[src/rtl/correlator_packetizer.sv]
// correlator_packetizer: on an integration tick, snapshots timestamp + correlator
// counters, pulses 'clear' to the array, then streams header/payload/footer to the
// UART TX stage as uppercase ASCII hex chars terminated by CR, or as raw bytes.
module correlator_packetizer #(
  parameter int unsigned PAYLOAD_SIZE = 1152,
  parameter int unsigned HEADER_SIZE  = 64,
  parameter int unsigned FOOTER_SIZE  = 64,
  parameter bit          BINARY       = 1'b0
) (
  input  logic                    clk,
  input  logic                    reset,
  input  logic                    enable,
  input  logic                    trigger,
  input  logic [63:0]             timestamp,
  input  logic [PAYLOAD_SIZE-1:0] pulses,
  output logic                    clear,
  output logic [7:0]              tx_data,
  output logic                    tx_valid,
  input  logic                    tx_ready,
  output logic                    busy,
  output logic                    overrun
);

  localparam int unsigned STEP     = BINARY ? 8 : 4;
  localparam int unsigned FW       = HEADER_SIZE + PAYLOAD_SIZE + FOOTER_SIZE;
  localparam int unsigned H_UNITS  = HEADER_SIZE / STEP;
  localparam int unsigned P_UNITS  = PAYLOAD_SIZE / STEP;
  localparam int unsigned TOTAL    = FW / STEP;
  localparam int unsigned CW       = $clog2(TOTAL) + 1;

  localparam logic [CW-1:0] LAST_HDR = CW'(H_UNITS - 1);
  localparam logic [CW-1:0] LAST_PAY = CW'(H_UNITS + P_UNITS - 1);
  localparam logic [CW-1:0] LAST_ALL = CW'(TOTAL - 1);

  typedef enum logic [2:0] {
    S_IDLE,
    S_LATCH,
    S_HEADER,
    S_PAYLOAD,
    S_FOOTER,
    S_TERM
  } state_t;

  state_t        state_q, state_d;
  logic [FW-1:0] frame_q, frame_d;
  logic [CW-1:0] cnt_q, cnt_d;
  logic [7:0]    tx_data_q, tx_data_d;
  logic          tx_valid_q, tx_valid_d;
  logic          clear_q, clear_d;
  logic          busy_q, busy_d;
  logic          overrun_q, overrun_d;
  logic [31:0]   packet_count_q, packet_count_d;
  logic [31:0]   checksum_q, checksum_d;
  logic [3:0]    hi_nib_q, hi_nib_d;

  logic          accept;
  logic          pay_lo;
  logic [7:0]    pay_byte;
  logic [31:0]   cs_acc;

  // Character presented for the unit at the top of the frame.
  function automatic logic [7:0] to_char(input logic [7:0] top);
    if (BINARY) begin
      return top;
    end else if (top[7:4] < 4'd10) begin
      return 8'h30 + {4'h0, top[7:4]};
    end else begin
      return 8'h37 + {4'h0, top[7:4]};
    end
  endfunction

  // Next-state logic: frame is a left-shifting snapshot; the footer overwrites its
  // top bits at the moment the last payload unit is accepted.
  always_comb begin
    state_d        = state_q;
    frame_d        = frame_q;
    cnt_d          = cnt_q;
    tx_data_d      = tx_data_q;
    tx_valid_d     = tx_valid_q;
    clear_d        = 1'b0;
    busy_d         = busy_q;
    overrun_d      = 1'b0;
    packet_count_d = packet_count_q;
    checksum_d     = checksum_q;
    hi_nib_d       = hi_nib_q;

    accept   = tx_valid_q && tx_ready;
    // In hex mode a payload byte is complete when its low-nibble char goes out.
    pay_lo   = BINARY ? 1'b1 : cnt_q[0];
    pay_byte = BINARY ? frame_q[FW-1 -: 8] : {hi_nib_q, frame_q[FW-1 -: 4]};
    cs_acc   = checksum_q + {24'h0, pay_byte};

    if (trigger && enable && (state_q != S_IDLE)) begin
      overrun_d = 1'b1;
    end

    case (state_q)
      S_IDLE: begin
        if (trigger && enable) begin
          state_d = S_LATCH;
          clear_d = 1'b1;
          busy_d  = 1'b1;
        end
      end

      S_LATCH: begin
        frame_d    = {timestamp, pulses, {FOOTER_SIZE{1'b0}}};
        checksum_d = '0;
        cnt_d      = '0;
        // First char is taken straight from the input so it is valid one cycle later.
        tx_data_d  = to_char(timestamp[63 -: 8]);
        tx_valid_d = 1'b1;
        state_d    = S_HEADER;
      end

      S_HEADER, S_PAYLOAD, S_FOOTER: begin
        if (accept) begin
          tx_valid_d = 1'b0;
          frame_d    = frame_q << STEP;
          hi_nib_d   = frame_q[FW-1 -: 4];
          cnt_d      = cnt_q + CW'(1);
          if ((state_q == S_PAYLOAD) && pay_lo) begin
            checksum_d = cs_acc;
          end
          if ((state_q == S_HEADER) && (cnt_q == LAST_HDR)) begin
            state_d = S_PAYLOAD;
          end
          if ((state_q == S_PAYLOAD) && (cnt_q == LAST_PAY)) begin
            state_d = S_FOOTER;
            frame_d = {packet_count_q, cs_acc, {(FW - FOOTER_SIZE){1'b0}}};
          end
          if ((state_q == S_FOOTER) && (cnt_q == LAST_ALL)) begin
            if (BINARY) begin
              state_d        = S_IDLE;
              busy_d         = 1'b0;
              packet_count_d = packet_count_q + 32'd1;
            end else begin
              state_d = S_TERM;
            end
          end
        end else if (!tx_valid_q) begin
          tx_valid_d = 1'b1;
          tx_data_d  = to_char(frame_q[FW-1 -: 8]);
        end
      end

      S_TERM: begin
        if (accept) begin
          tx_valid_d     = 1'b0;
          state_d        = S_IDLE;
          busy_d         = 1'b0;
          packet_count_d = packet_count_q + 32'd1;
        end else if (!tx_valid_q) begin
          tx_valid_d = 1'b1;
          tx_data_d  = 8'h0D;
        end
      end

      default: begin
        state_d = S_IDLE;
      end
    endcase
  end

  // State and registered outputs; synchronous reset abandons any packet in flight.
  always_ff @(posedge clk) begin
    if (reset) begin
      state_q        <= S_IDLE;
      frame_q        <= '0;
      cnt_q          <= '0;
      tx_data_q      <= '0;
      tx_valid_q     <= 1'b0;
      clear_q        <= 1'b0;
      busy_q         <= 1'b0;
      overrun_q      <= 1'b0;
      packet_count_q <= '0;
      checksum_q     <= '0;
      hi_nib_q       <= '0;
    end else begin
      state_q        <= state_d;
      frame_q        <= frame_d;
      cnt_q          <= cnt_d;
      tx_data_q      <= tx_data_d;
      tx_valid_q     <= tx_valid_d;
      clear_q        <= clear_d;
      busy_q         <= busy_d;
      overrun_q      <= overrun_d;
      packet_count_q <= packet_count_d;
      checksum_q     <= checksum_d;
      hi_nib_q       <= hi_nib_d;
    end
  end

  assign clear    = clear_q;
  assign tx_data  = tx_data_q;
  assign tx_valid = tx_valid_q;
  assign busy     = busy_q;
  assign overrun  = overrun_q;

endmodule

[config.mk]
export PLATFORM = sky130hd
export DESIGN_NAME = correlator_packetizer
export DESIGN_NICKNAME = d
export VERILOG_FILES = /design/src/rtl/correlator_packetizer.sv
export SDC_FILE = /design/constraint.sdc
export NUM_CORES = 2
export LEC_CHECK = 0
export ABC_AREA = 1
export CAP_MARGIN = 20
export CORE_AREA = 2 2 474 476
export CTS_BUF_LIST = sky130_fd_sc_hd__clkbuf_16
export DETAILED_ROUTE_END_ITERATION = 10
export DIE_AREA = 0 0 476 478
export HOLD_SLACK_MARGIN = 0.06
export PLACE_DENSITY = 0.56
export SYNTH_ARGS = -nofsm -noshare
export SYNTH_HDL_FRONTEND = slang
export SYNTH_SLANG_ARGS = --single-unit
[constraint.sdc]
create_clock -name clk -period 3.44 [get_ports clk]
set_input_delay 0.688 -clock clk [delete_from_list [all_inputs] [get_ports clk]]
set_output_delay 0.688 -clock clk [all_outputs]
set_load 0.01 [all_outputs]
Word-level counts from Yosys, hierarchy flattened:

Cells that the tools add are included.

* flip-flop bits (word level): 1373
* latch bits: 0
* bits in writable memories: 0
* memory bits (read-only): 0
* input port bits: 1221
* output and inout port bits: 12
* logic and storage cells: 90
* memories: 0

* add/subtract/negate cells: 7
* $mul: 0
* divide/modulo/power cells: 0
* $lt $le $gt $ge: 2
* eq/ne operators: 17
* shifts and indexed selects: 0
* mux-type cells: 29
* bitwise logic cells: 1
* reduce and logical (&&, ||, !) cells: 23

Operators by type and width (count)
* $mux 1280: 2
* $pmux 1280 s2: 1
* $mux 32: 2
* $pmux 32 s2: 1
* $add 32x1->32 const B: 1
* $add 32x8->32: 1
* $mux 8: 4
* $add 6x4->7 const A: 4
* $pmux 8 s3: 1
* $eq 10x9->1 const B: 2
* $pmux 10 s2: 1
* $mux 3: 6
* $ne 2x2->1 const B: 8
* $mux 7: 2
* $pmux 3 s4: 1
* $add 10x1->10 const B: 1
* $eq 10x4->1 const B: 1
* $mux 10: 1
* $lt 4x4->1 const B: 2
* $logic_and 1x1->1: 7
* $eq 3x2->1 const B: 2
* $eq 3x3->1 const B: 2
* $reduce_and 2->1: 3
* $reduce_and 3->1: 2
* other kinds (13): 21

Longest topological paths before layout:

* word-level depth: 7
* mapped depth: 13
* gate-level depth less buffers: 13

Worst setup path after synthesis:

No wires, ideal clock.

* path type: input to register
* from: input port tx_ready
* to: register packet_count_q[19]
* library setup time: 113 ps
* arrival: 1977 ps
* required time: 3327 ps
* path slack: 1350 ps
* cell stages on the path: 11
* buffers on the path: 0
* cells stage by stage: nand2_1 > nor2_2 > nand2_1 > nor2_1 > nand2_1 > nor2_1 > nand2_1 > nor2_1 > nand2_1 > nand2_1 > nor2_1

* word-level cells in the longest chain between the ends: 2

Ends and longest elaborated chain
* start, declared: RTL line 19 `input logic tx_ready,`
* $logic_and 1x1->1: RTL line 87 `accept = tx_valid_q && tx_ready;`
* $reduce_and 2->1 (no line)
* end signal, assigned: RTL line 188 `packet_count_q <= packet_count_d;`
* end, declared: RTL line 52 `logic [31:0] packet_count_q, packet_count_d;`

Every way passes these cells.
A chain may end at the register's enable or synchronous reset.

Worst setup path in the final report:

* from: register cnt_q[0]
* to: register frame_q[114]

* word-level cells in the longest chain between the ends: 5

Ends and longest elaborated chain
* start, declared: RTL line 46 `logic [CW-1:0] cnt_q, cnt_d;`
* start signal, assigned: RTL line 182 `cnt_q <= cnt_d;`
* $eq 10x9->1: RTL line 128 `if ((state_q == S_PAYLOAD) && (cnt_q == LAST_PAY)) begin`
* $logic_and 1x1->1: RTL line 128
* $mux 1280: RTL line 128
* $mux 1280: RTL line 117 `if (accept) begin`
* $pmux 1280 s2: RTL line 97 `case (state_q)`
* end signal, assigned: RTL line 181 `frame_q <= frame_d;`
* end, declared: RTL line 45 `logic [FW-1:0] frame_q, frame_d;`

Every way passes these cells. The select of a mux whose other input is x is not followed.

==> metrics.txt <==
status=complete, no violations; layout cell share with drive strength beyond 1=under 10%; fin. max-slew vios=0; placement row count=between 150 and 200; peak fanout along the critical path=58; leakage=24.4 nW; Setup WS pre-CTS=0.350 ns; worst hold stages=2; most frequent cells in the layout=nand2_1, dfxtp_1, nand3_1, clkdlybuf4s50_1, a31oi_1; Overflow after GRT=0; fin crit share=between 70% and 80%; DRC=0; vias in the first global route=57.1k; Pwr Density=713 nW/um^2; worst-case clock buffer depth=3; FMAX=0.364 GHz; core footprint=about 220000 sq um; Ports=1233; CTS root buf=clkbuf_16; syn_nets=9003; Port Buf Inserts=1231; CTS-repair resized insts=0; Starting Density=25.3%; # clock sinks=between 1k and 1.5k; first-pass detailed-route iteration total=6; largest net degree at the start of global routing=between 150 and 200; # Post-CTS Setup Buffers=0; Seq/Total Area, Yosys=between 40% and 50%; yosys warns=0; final setup fails=0; Crit Path Class=flip-flop to flip-flop; drt initial violations=around 6.0k; crit start category=flip-flop; Total Die Area=228000 sq um; first-pass GRT wire length=351000 um; most common cell after layout, fill and taps aside=nand2_1; Worst setup EP type=flip-flop; Worst Reg-to-Reg Cells=11; Final ANT Viol Nets=0; Worst-Margin Slew=0.835 ns; Die Height=478 um; Layout area overhead=35.1%; Hold Path Class=input pin to flip-flop; antenna violations before repair=61; setup ws final=0.691 ns; total power=54.4 mW; R2R Path Start=cnt_q[0]; clk_skew=0.0560 ns; Vias=59.9k; nets=9864; unrepaired setup endpoints after global routing=false; reg-to-reg endpoint=frame_q[114]; Synth area leader=dfxtp_1; Rel. slew slack=between 40 and 50%; routed len/inst=just over 20 um; GP Congestion=0.929; hold-fix buffers at CTS=0; Die Wd=476 um; ys async rst share=0%; CP Data Required Time=4.15 ns; Post-Synthesis Cell Area=56400 sq um; Num CTS Buffers=150; Clk Latency, worst-skew pair=0.79 ns; Hold EP=frame_q[65]; Routed WL=~240000 um; CP arrival=3.46 ns; Yosys top cell area share=46.4%; depth of the CTS H-tree=4; fillcell total=roughly 23k; post-route setup TNS=0 ns; Top FF cell, synth=dfxtp_1; Unique masters post-synth=43; clock transition at the registers of the reported paths=0.07 ns; synth top area cells=dfxtp_1, nand2_1, a31oi_1; Register-to-Register Setup Slack=0.69 ns; DP HPWL=between 150000 and 200000 um; CTS tree=built; Hold Fails Final Rpt=0; vias per cell=5.08; maxcap violations=0; mean post-synth cell area=7.26 sq um; post-layout min period=approximately 2.7 ns; EDFF count, synth=0; all-layer global routing usage=19.7%; Mapped Cells=7769; dpl cell area=71300 sq um; Hold Crit Start=reset; register bit total from synthesis=roughly 1.3k; Final Cell Area=76200 sq um; maximum VDD drop=between 0.4 and 0.5 mV
flip-flops by register name, indices dropped and copies added, names as in the netlist:
name / cells
state_q: 3
overrun: 1
tx_valid: 1
hi_nib_q: 4
clear: 1
cnt_q: 10
tx_data: 7
checksum_q: 32
packet_count_q: 32
busy: 1
frame_q: 1216
worst max-delay path by stage:
stage          startpoint                  to  slack (ns)  cells after the start
6_report         cnt_q[0]        frame_q[114]        0.69                     11
5_1_grt          cnt_q[0]        frame_q[114]        0.52                     11
4_1_cts          cnt_q[0]        frame_q[114]        0.70                     11
3_5_place_dp     tx_ready        frame_q[114]        0.35                      9
3_3_place_gp     tx_ready        frame_q[114]        0.35                      9
2_1_floorplan    tx_ready  packet_count_q[19]        1.35                     11
power by group:
group	internal, mW	leakage [nW]	total (mW)	switching (mW)
clock network	8.93	2.47	15.9	6.98
registers	18.9	10.6	21.2	2.36
logic	5.73	11.3	17.2	11.5
routing by layer:
layer / share of wire, % / global-route usage, %
met1: 42 / 25.8
met2: 47 / 32.0
met3: 7.6 / 3.69
met4: 3.5 / 7.74
met5: 0.079 / 0
per-stage QoR:
stage,util (%),hold WS [ns],cells
floorplan,-,0.442,7769
finish,34.2,0.286,11783
detailed placement,31.9,0.455,11470
CTS,34.1,0.227,11740
global route,34.1,0.281,11770
global placement,31.9,0.449,11470
cell usage after synthesis, types with 14 or more instances:
master and number:
nand2_1 2669, dfxtp_1 1308, nand3_1 1231, a31oi_1 1154, clkbuf_1 367, buf_2 283, a21oi_1 173, inv_1 161
o21ai_0 106, nor2_1 101, nor3_1 35, o221ai_1 34, buf_6 24, buf_1 14, nand4_1 14
kinds of logic (layout without fill, tap and decap cells):
kind of cell / after synthesis / count (layout) / share of synthesized area, %
other: 1 / 44 / 0.00664
AND/OR/NAND/NOR: 4070 / 4070 / 30.1
buffers and inverters: 869 / 1848 / 6.82
flip-flops: 1308 / 1308 / 46.4
XOR/XNOR: 17 / 17 / 0.264
multiplexers: 8 / 8 / 0.142
AO/OA/AOI/OAI: 1483 / 1483 / 16.0
adder cells (fa/ha/maj): 13 / 13 / 0.302
final cells by class:
cell class / count / area, sq um / area share, %
sequential: 1308 / 26200 / 34.3
inverter: 169 / 647 / 0.849
antenna: 43 / 108 / 0.141
tap: 2992 / 3740 / 4.91
clock buffer: 152 / 3800 / 4.99
clock inverter: 118 / 1030 / 1.35
timing repair buffer: 1409 / 14300 / 18.7
multi-input combinational: 5592 / 26400 / 34.7
critical path, stage by stage (launching register included):
cell and delay [ns]:
dfxtp_1 0.33, ha_1 0.22, nand2_1 0.09, nor2_1 0.07, and2_1 0.17, nand2_2 0.08, inv_2 0.05, nor2_4 0.17
buf_12 0.27, buf_4 0.55, nand3_1 0.37, a31oi_1 0.23
No activity file was read; power rests on OpenSTA's default activity.
